`src/rtl/mouse_pkg.sv`:
```
`default_nettype none
// ============================================================================
// Module      : mouse_pkg
// Description : Shared constants and types for the mouse cursor tracker.
// Revision    : 1.0 - initial release
// ============================================================================
package mouse_pkg;

    localparam int BTN_L  = 0;
    localparam int BTN_R  = 1;
    localparam int BTN_M  = 2;
    localparam int PS2_DW = 9;

    typedef enum logic [1:0] {
        DC_IDLE  = 2'd0,
        DC_DOWN1 = 2'd1,
        DC_UP1   = 2'd2,
        DC_DOWN2 = 2'd3
    } dclk_state_t;

endpackage
`default_nettype wire

```
`src/rtl/axis_accum.sv`:
```
`default_nettype none
// ============================================================================
// Module      : axis_accum
// Description : One cursor axis: scaled signed delta accumulated into a
//               position register that either saturates or wraps.
// Revision    : 1.0 - initial release
// ============================================================================
module axis_accum
    import mouse_pkg::*;
#(
    parameter int W     = 10,
    parameter int SHIFT = 0,
    parameter int WRAP  = 0,
    parameter int NEG   = 0
) (
    input  logic              clk,
    input  logic              reset,
    input  logic              upd_en,
    input  logic              load_centre,
    input  logic [PS2_DW-1:0] delta,
    output logic [W-1:0]      pos
);

    localparam int                     SW      = W + 2;
    localparam logic [W-1:0]           CENTRE  = {1'b1, {(W-1){1'b0}}};
    localparam logic signed [SW-1:0]   POS_MAX = $signed({2'b00, {W{1'b1}}});

    logic signed [SW-1:0] delta_ext;
    logic signed [SW-1:0] delta_shr;
    logic signed [SW-1:0] step;
    logic signed [SW-1:0] sum;
    logic [W-1:0]         pos_q, pos_d;

    // W+2 bits holds pos + |delta| <= 2^W-1 + 256 without overflow for W >= 9
    always_comb begin
        delta_ext = $signed({{(SW-PS2_DW){delta[PS2_DW-1]}}, delta});
        delta_shr = delta_ext >>> SHIFT;
        step      = (NEG != 0) ? -delta_shr : delta_shr;
        sum       = $signed({2'b00, pos_q}) + step;
        pos_d     = pos_q;
        if (upd_en) begin
            if (load_centre)
                pos_d = CENTRE;
            else if (WRAP != 0)
                pos_d = sum[W-1:0];
            else if (sum < 0)
                pos_d = '0;
            else if (sum > POS_MAX)
                pos_d = '1;
            else
                pos_d = sum[W-1:0];
        end
    end

    always_ff @(posedge clk) begin
        if (reset)
            pos_q <= CENTRE;
        else
            pos_q <= pos_d;
    end

    assign pos = pos_q;

endmodule
`default_nettype wire

```
`src/rtl/mouse_pos_tracker.sv`:
```
`default_nettype none
// ============================================================================
// Module      : mouse_pos_tracker
// Description : 2-D cursor tracker fed by decoded PS/2 packets, with LED bar
//               and left-button double-click detection.
// Revision    : 1.0 - initial release
// ============================================================================
module mouse_pos_tracker
    import mouse_pkg::*;
#(
    parameter int X_W      = 10,
    parameter int Y_W      = 10,
    parameter int N_LED    = 8,
    parameter int SHIFT    = 0,
    parameter int WRAP     = 0,
    parameter int INVERT_Y = 1,
    parameter int DCLK_CYC = 12_500_000
) (
    input  logic              clk,
    input  logic              reset,
    input  logic [PS2_DW-1:0] xm,
    input  logic [PS2_DW-1:0] ym,
    input  logic [2:0]        btnm,
    input  logic              m_done_tick,
    output logic [X_W-1:0]    x_pos,
    output logic [Y_W-1:0]    y_pos,
    output logic [2:0]        btn,
    output logic [N_LED-1:0]  led,
    output logic              upd_tick,
    output logic              dclick_tick
);

    localparam int               LOG2N    = $clog2(N_LED);
    localparam int               TW       = $clog2(DCLK_CYC + 1);
    localparam logic [TW-1:0]    DCLK_MAX = TW'(DCLK_CYC);
    localparam logic [N_LED-1:0] LED_RST  = N_LED'(1) << (N_LED/2 - 1);

    logic              pkt_v_q, pkt_v_d;
    logic [PS2_DW-1:0] pkt_x_q, pkt_x_d;
    logic [PS2_DW-1:0] pkt_y_q, pkt_y_d;
    logic [2:0]        pkt_btn_q, pkt_btn_d;
    logic [2:0]        btn_q, btn_d;
    logic              upd_tick_q, upd_tick_d;
    logic              dclick_q, dclick_d;
    logic [N_LED-1:0]  led_q, led_d;
    logic [LOG2N-1:0]  led_k;
    logic [TW-1:0]     timer_q, timer_d;
    dclk_state_t       state_q, state_d;
    logic              left;

    always_comb begin
        pkt_v_d    = m_done_tick;
        pkt_x_d    = m_done_tick ? xm   : pkt_x_q;
        pkt_y_d    = m_done_tick ? ym   : pkt_y_q;
        pkt_btn_d  = m_done_tick ? btnm : pkt_btn_q;
        btn_d      = pkt_v_q ? pkt_btn_q : btn_q;
        upd_tick_d = pkt_v_q;
    end

    axis_accum #(.W(X_W), .SHIFT(SHIFT), .WRAP(WRAP), .NEG(0)) u_axis_x (
        .clk         (clk),
        .reset       (reset),
        .upd_en      (pkt_v_q),
        .load_centre (pkt_btn_q[BTN_M]),
        .delta       (pkt_x_q),
        .pos         (x_pos)
    );

    axis_accum #(.W(Y_W), .SHIFT(SHIFT), .WRAP(WRAP), .NEG(INVERT_Y)) u_axis_y (
        .clk         (clk),
        .reset       (reset),
        .upd_en      (pkt_v_q),
        .load_centre (pkt_btn_q[BTN_M]),
        .delta       (pkt_y_q),
        .pos         (y_pos)
    );

    // x = 0 lights the MSB LED
    always_comb begin
        led_k = x_pos[X_W-1 -: LOG2N];
        led_d = '0;
        for (int i = 0; i < N_LED; i++)
            led_d[i] = (led_k == LOG2N'(N_LED - 1 - i));
    end

    // Decisions use the packet that becomes btn at the next edge, so the
    // dclick pulse lines up with upd_tick.
    always_comb begin
        left     = pkt_btn_q[BTN_L];
        state_d  = state_q;
        timer_d  = timer_q;
        dclick_d = 1'b0;
        case (state_q)
            DC_IDLE:  if (pkt_v_q && left) state_d = DC_DOWN1;
            DC_DOWN1: if (pkt_v_q && !left) begin
                state_d = DC_UP1;
                timer_d = '0;
            end
            DC_UP1: begin
                if (timer_q < DCLK_MAX)
                    timer_d = timer_q + 1'b1;
                if (pkt_v_q && left) begin
                    if (timer_q < DCLK_MAX) begin
                        state_d  = DC_DOWN2;
                        dclick_d = 1'b1;
                    end else begin
                        state_d = DC_DOWN1;
                    end
                end else if (timer_q >= DCLK_MAX) begin
                    state_d = DC_IDLE;
                end
            end
            DC_DOWN2: if (pkt_v_q && !left) state_d = DC_IDLE;
            default:  state_d = DC_IDLE;
        endcase
    end

    always_ff @(posedge clk) begin
        if (reset) begin
            pkt_v_q    <= 1'b0;
            pkt_x_q    <= '0;
            pkt_y_q    <= '0;
            pkt_btn_q  <= '0;
            btn_q      <= '0;
            upd_tick_q <= 1'b0;
            dclick_q   <= 1'b0;
            led_q      <= LED_RST;
            timer_q    <= '0;
            state_q    <= DC_IDLE;
        end else begin
            pkt_v_q    <= pkt_v_d;
            pkt_x_q    <= pkt_x_d;
            pkt_y_q    <= pkt_y_d;
            pkt_btn_q  <= pkt_btn_d;
            btn_q      <= btn_d;
            upd_tick_q <= upd_tick_d;
            dclick_q   <= dclick_d;
            led_q      <= led_d;
            timer_q    <= timer_d;
            state_q    <= state_d;
        end
    end

    assign btn         = btn_q;
    assign led         = led_q;
    assign upd_tick    = upd_tick_q;
    assign dclick_tick = dclick_q;

endmodule
`default_nettype wire

```
`config.mk`:
```
export PLATFORM = sky130hd
export DESIGN_NAME = mouse_pos_tracker
export DESIGN_NICKNAME = d
export VERILOG_FILES = /design/src/rtl/mouse_pkg.sv /design/src/rtl/axis_accum.sv /design/src/rtl/mouse_pos_tracker.sv
export SDC_FILE = /design/constraint.sdc
export NUM_CORES = 1
export LEC_CHECK = 0
export BUFFER_PORTS_ARGS = -buffer_cell sky130_fd_sc_hd__buf_2
export CAP_MARGIN = 0
export CORE_AREA = 2 2 82 99
export CTS_CLUSTER_SIZE = 8
export DETAILED_ROUTE_END_ITERATION = 16
export DIE_AREA = 0 0 84 101
export HOLD_SLACK_MARGIN = 0.05
export PLACE_DENSITY = 0.84
export SYNTH_ARGS = -nofsm -noshare
export SYNTH_HDL_FRONTEND = slang
export SYNTH_SLANG_ARGS = --single-unit
```
`constraint.sdc`:
```
create_clock -name clk -period 6.3 [get_ports clk]
set_input_delay 1.26 -clock clk [delete_from_list [all_inputs] [get_ports clk]]
set_output_delay 1.26 -clock clk [all_outputs]
set_load 0.01 [all_outputs]
```
==> flow_metrics.tcl <==
set metrics [dict create \
    io_buffers 56 \
    postRouteAntennaNets 0 \
    drv_slew 0 \
    rows 35 \
    wl_per_cell_microns 15.8 \
    clk_pin_slew_ps 80 \
    run_status "completed" \
    post-route-period-util_pct 47.0 \
    start_util_pct 61.1 \
    yosys.area_share.simple_pct 18.4 \
    wl_microns 10700 \
    swShare_pct 27.4 \
    crit_path_end_kind "flip-flop" \
    r2r_start "u_axis_y.pos[0]$_SDFFE_PP0P_" \
    period_minus_slack_ps 2960 \
    p_int_uw 853 \
    h-tree-depth 3 \
    power.density_nw_per_um2 228 \
    drtIter0Drc 203 \
    synth_area_sq_um 4630 \
    worstSetupPathType "flip-flop to flip-flop" \
    synth_edf_count 0 \
    hold_class "flip-flop to flip-flop" \
    die_w_microns 84 \
    seqPwrFrac_pct 46.6 \
    post-synth-top-area-cell "dfxtp_1" \
    preCtsSetupSlack_ps 3190 \
    grt_first_pass_wirelength_microns 18100 \
    grt_overflow_total 0 \
    postCtsSetupBuffers 0 \
    leakage_nw 2.13 \
    clockPowerShare_pct 35.1 \
    drc 0 \
    synth_top_family_by_area "compound AO/OA/AOI/OAI gates" \
    area_growth_pct 11.1 \
    reg2regPathDepth 10 \
    synthAdderAreaFrac_pct 8.43 \
    skew_ps 11.8 \
    synthTopCellsByArea "dfxtp_1 (35%), ha_1 (7.6%), mux2i_1 (5.8%)" \
    ys_seq_elements 81 \
    antenna_found_initial 0 \
    utilization_pct 67.9 \
    coreArea_sq_um 7580 \
    dpl.hpwl_microns 7530 \
    worstPathMaxFanout 3 \
    cts_tree "yes" \
    cp-start-kind "flip-flop" \
    postCtsHoldBufs 0 \
    avgViaCountPerCell 6.15 \
    clkSinkCount 81 \
    min_delay_path_depth 2 \
    clock_latency_ps 350 \
    synthCells 533 \
    layout-drive-gt1-share_pct 14.9 \
    diodes 0 \
    grt_setup_unrepaired "no" \
    synth_top_area_share_pct 35.0 \
    yosysSeqAreaShare_pct 35.0 \
    dieArea_sq_um 8480 \
    finalHoldViolCount 0 \
    tightest_slew_ps 1020 \
    fmax_ghz 0.338 \
    startpoint "u_axis_y.pos[0]$_SDFFE_PP0P_" \
    clk_path_buf_depth 2 \
    whs_ps 475 \
    yosysWarningCount 0 \
    gp_congestion 0.870 \
    fin_ws_ps 3340 \
    synthMuxAreaShare_pct 5.84 \
    switchingPower_uw 322 \
    syn_area_per_cell_sq_um 8.69 \
    numCtsBuffers 9 \
    synth.distinct_cells 64 \
    syn-num-nets 587 \
    grt_pass1_vias 4066 \
    drtPass1Iterations 5 \
    die_y_microns 101 \
    worstPathRequired_ps 6510 \
    critPathArrivalTime_ps 3170 \
    holdCritStartpoint "btn[0]$_SDFFE_PP0P_" \
    async_flop_share_pct 0 \
    nets 633 \
    synth_flop_cell "dfxtp_1" \
    comb_power_share_pct 18.3 \
    yosys.area_share.xor_xnor_pct 3.22 \
    synth_compound_gate_area_share_pct 24.6 \
    maxCapViolCount 0 \
    finalSetupViolations 0 \
    grt_max_degree 56 \
    peakVddDrop_v 0.000123 \
    ios 57 \
    root_buffer "clkbuf_8" \
    max-slew-margin-rel_pct 31.9 \
    fin_tns_setup_ps 0 \
    post_cts_resized 0 \
    grt_usage_pct 25.8 \
    vias 4150 \
]
-- layout make-up --
class / count / area, sq um
Inverter: 31 / 116
Timing Repair Buffer: 56 / 280
Sequential cell: 81 / 1620
Fill cell: 609 / 2430
Clock buffer: 12 / 145
Clock inverter: 3 / 65.1
Multi-Input combinational cell: 400 / 2800
Tap cell: 92 / 115
-- layout by cell type, fill, tap and decap left out, types with 5 or more instances in the layout --
master	synthesis	layout
dfxtp_1	81	81
nor2_1	61	61
buf_2	3	56
nand2_1	45	45
a21oi_1	38	38
inv_1	31	31
ha_1	28	28
mux2i_1	27	27
o21ai_0	20	20
a221oi_1	13	13
nor3_1	13	13
xnor2_1	10	10
clkbuf_8	0	10
nand3_1	9	9
or3_1	9	9
o211ai_1	8	8
or4_1	7	7
xor2_1	7	7
a21o_1	6	6
and2_1	6	6
o31ai_1	6	6
and3_1	6	6
o21a_1	5	5
nand2b_1	5	5
nand4_1	5	5
-- synth_stat cells, types with 3 or more instances --
library cell and n:
o41ai_1 3, a211oi_1 4, a21oi_2 3, clkbuf_1 13, a221oi_1 13, nor2_1 61, xor2_1 7, o21ai_0 20
a21o_1 6, inv_1 31, or4_1 7, dfxtp_1 81, nand2b_1 5, and3_1 6, a2111oi_4 4, nand3_1 9
ha_1 28, buf_2 3, buf_1 4, a21oi_1 38, xnor2_1 10, nor3_1 13, mux2i_1 27, o211ai_1 8
nand2_1 45, or3_1 9, o21a_1 5, o31ai_1 6, nor2b_1 4, and2_1 6, nand4_1 5, o31a_1 4
a221o_1 4
-- worst max-delay path, stage by stage, from the launching register on --
cell,delay [ps]
dfxtp_1,330
inv_1,60
ha_1,170
inv_1,60
fa_1,390
a21oi_1,230
o22ai_1,160
o41a_1,390
and3_1,250
a2111oi_0,610
o311ai_1,170
-- cell families (layout without fill, tap and decap cells) --
logic type,count (synthesis),in the layout
AO/OA/AOI/OAI,146,146
adder cells (fa/ha/maj),30,30
buffers and inverters,52,102
flip-flops,81,81
XOR/XNOR,17,17
AND/OR/NAND/NOR,180,180
multiplexers,27,27
-- power by group through the flow --
stage          Sequential (mW)  Combinational, mW  Clock [mW]
2_1_floorplan            0.558              0.162           0
5_1_grt                  0.550              0.242       0.432
3_5_place_dp             0.559              0.211           0
6_report                 0.547              0.216       0.412
3_3_place_gp             0.558              0.205           0
4_1_cts                  0.547              0.215       0.414
-- registers in the layout (all words and copies together), names as in the netlist --
signal	flops
pkt_v_q	1
state_q	2
u_axis_x.pos	10
led	8
pkt_btn_q	3
u_axis_y.pos	10
pkt_y_q	9
pkt_x_q	9
dclick_tick	1
upd_tick	1
timer_q	24
btn	3
-- routing by layer --
layer / GRT usage (%) / routed length (microns)
met1: 30.0 / 4450
met2: 47.0 / 5500
met3: 4.10 / 485
met4: 10.8 / 262
met5: 0 / 0
-- stage by stage --
step	cell area (sq um)	instances	power, mW
finish	5140	675	1.18
global route	5140	675	1.22
CTS	5140	675	1.18
detailed placement	4930	660	0.770
global placement	4930	660	0.763
floorplan	4630	533	0.720
-- worst paths after layout --
| check | slack (ps) | to |
|---|---|---|
| max | 3340 | u_axis_y.pos[9]$_SDFFE_PP1P_ |
| min | 470 | btn[0]$_SDFFE_PP0P_ |
| max reg2reg | 3340 | u_axis_y.pos[9]$_SDFFE_PP1P_ |
| min reg2reg | 470 | btn[0]$_SDFFE_PP0P_ |
Power figures use the tool's default switching activity.
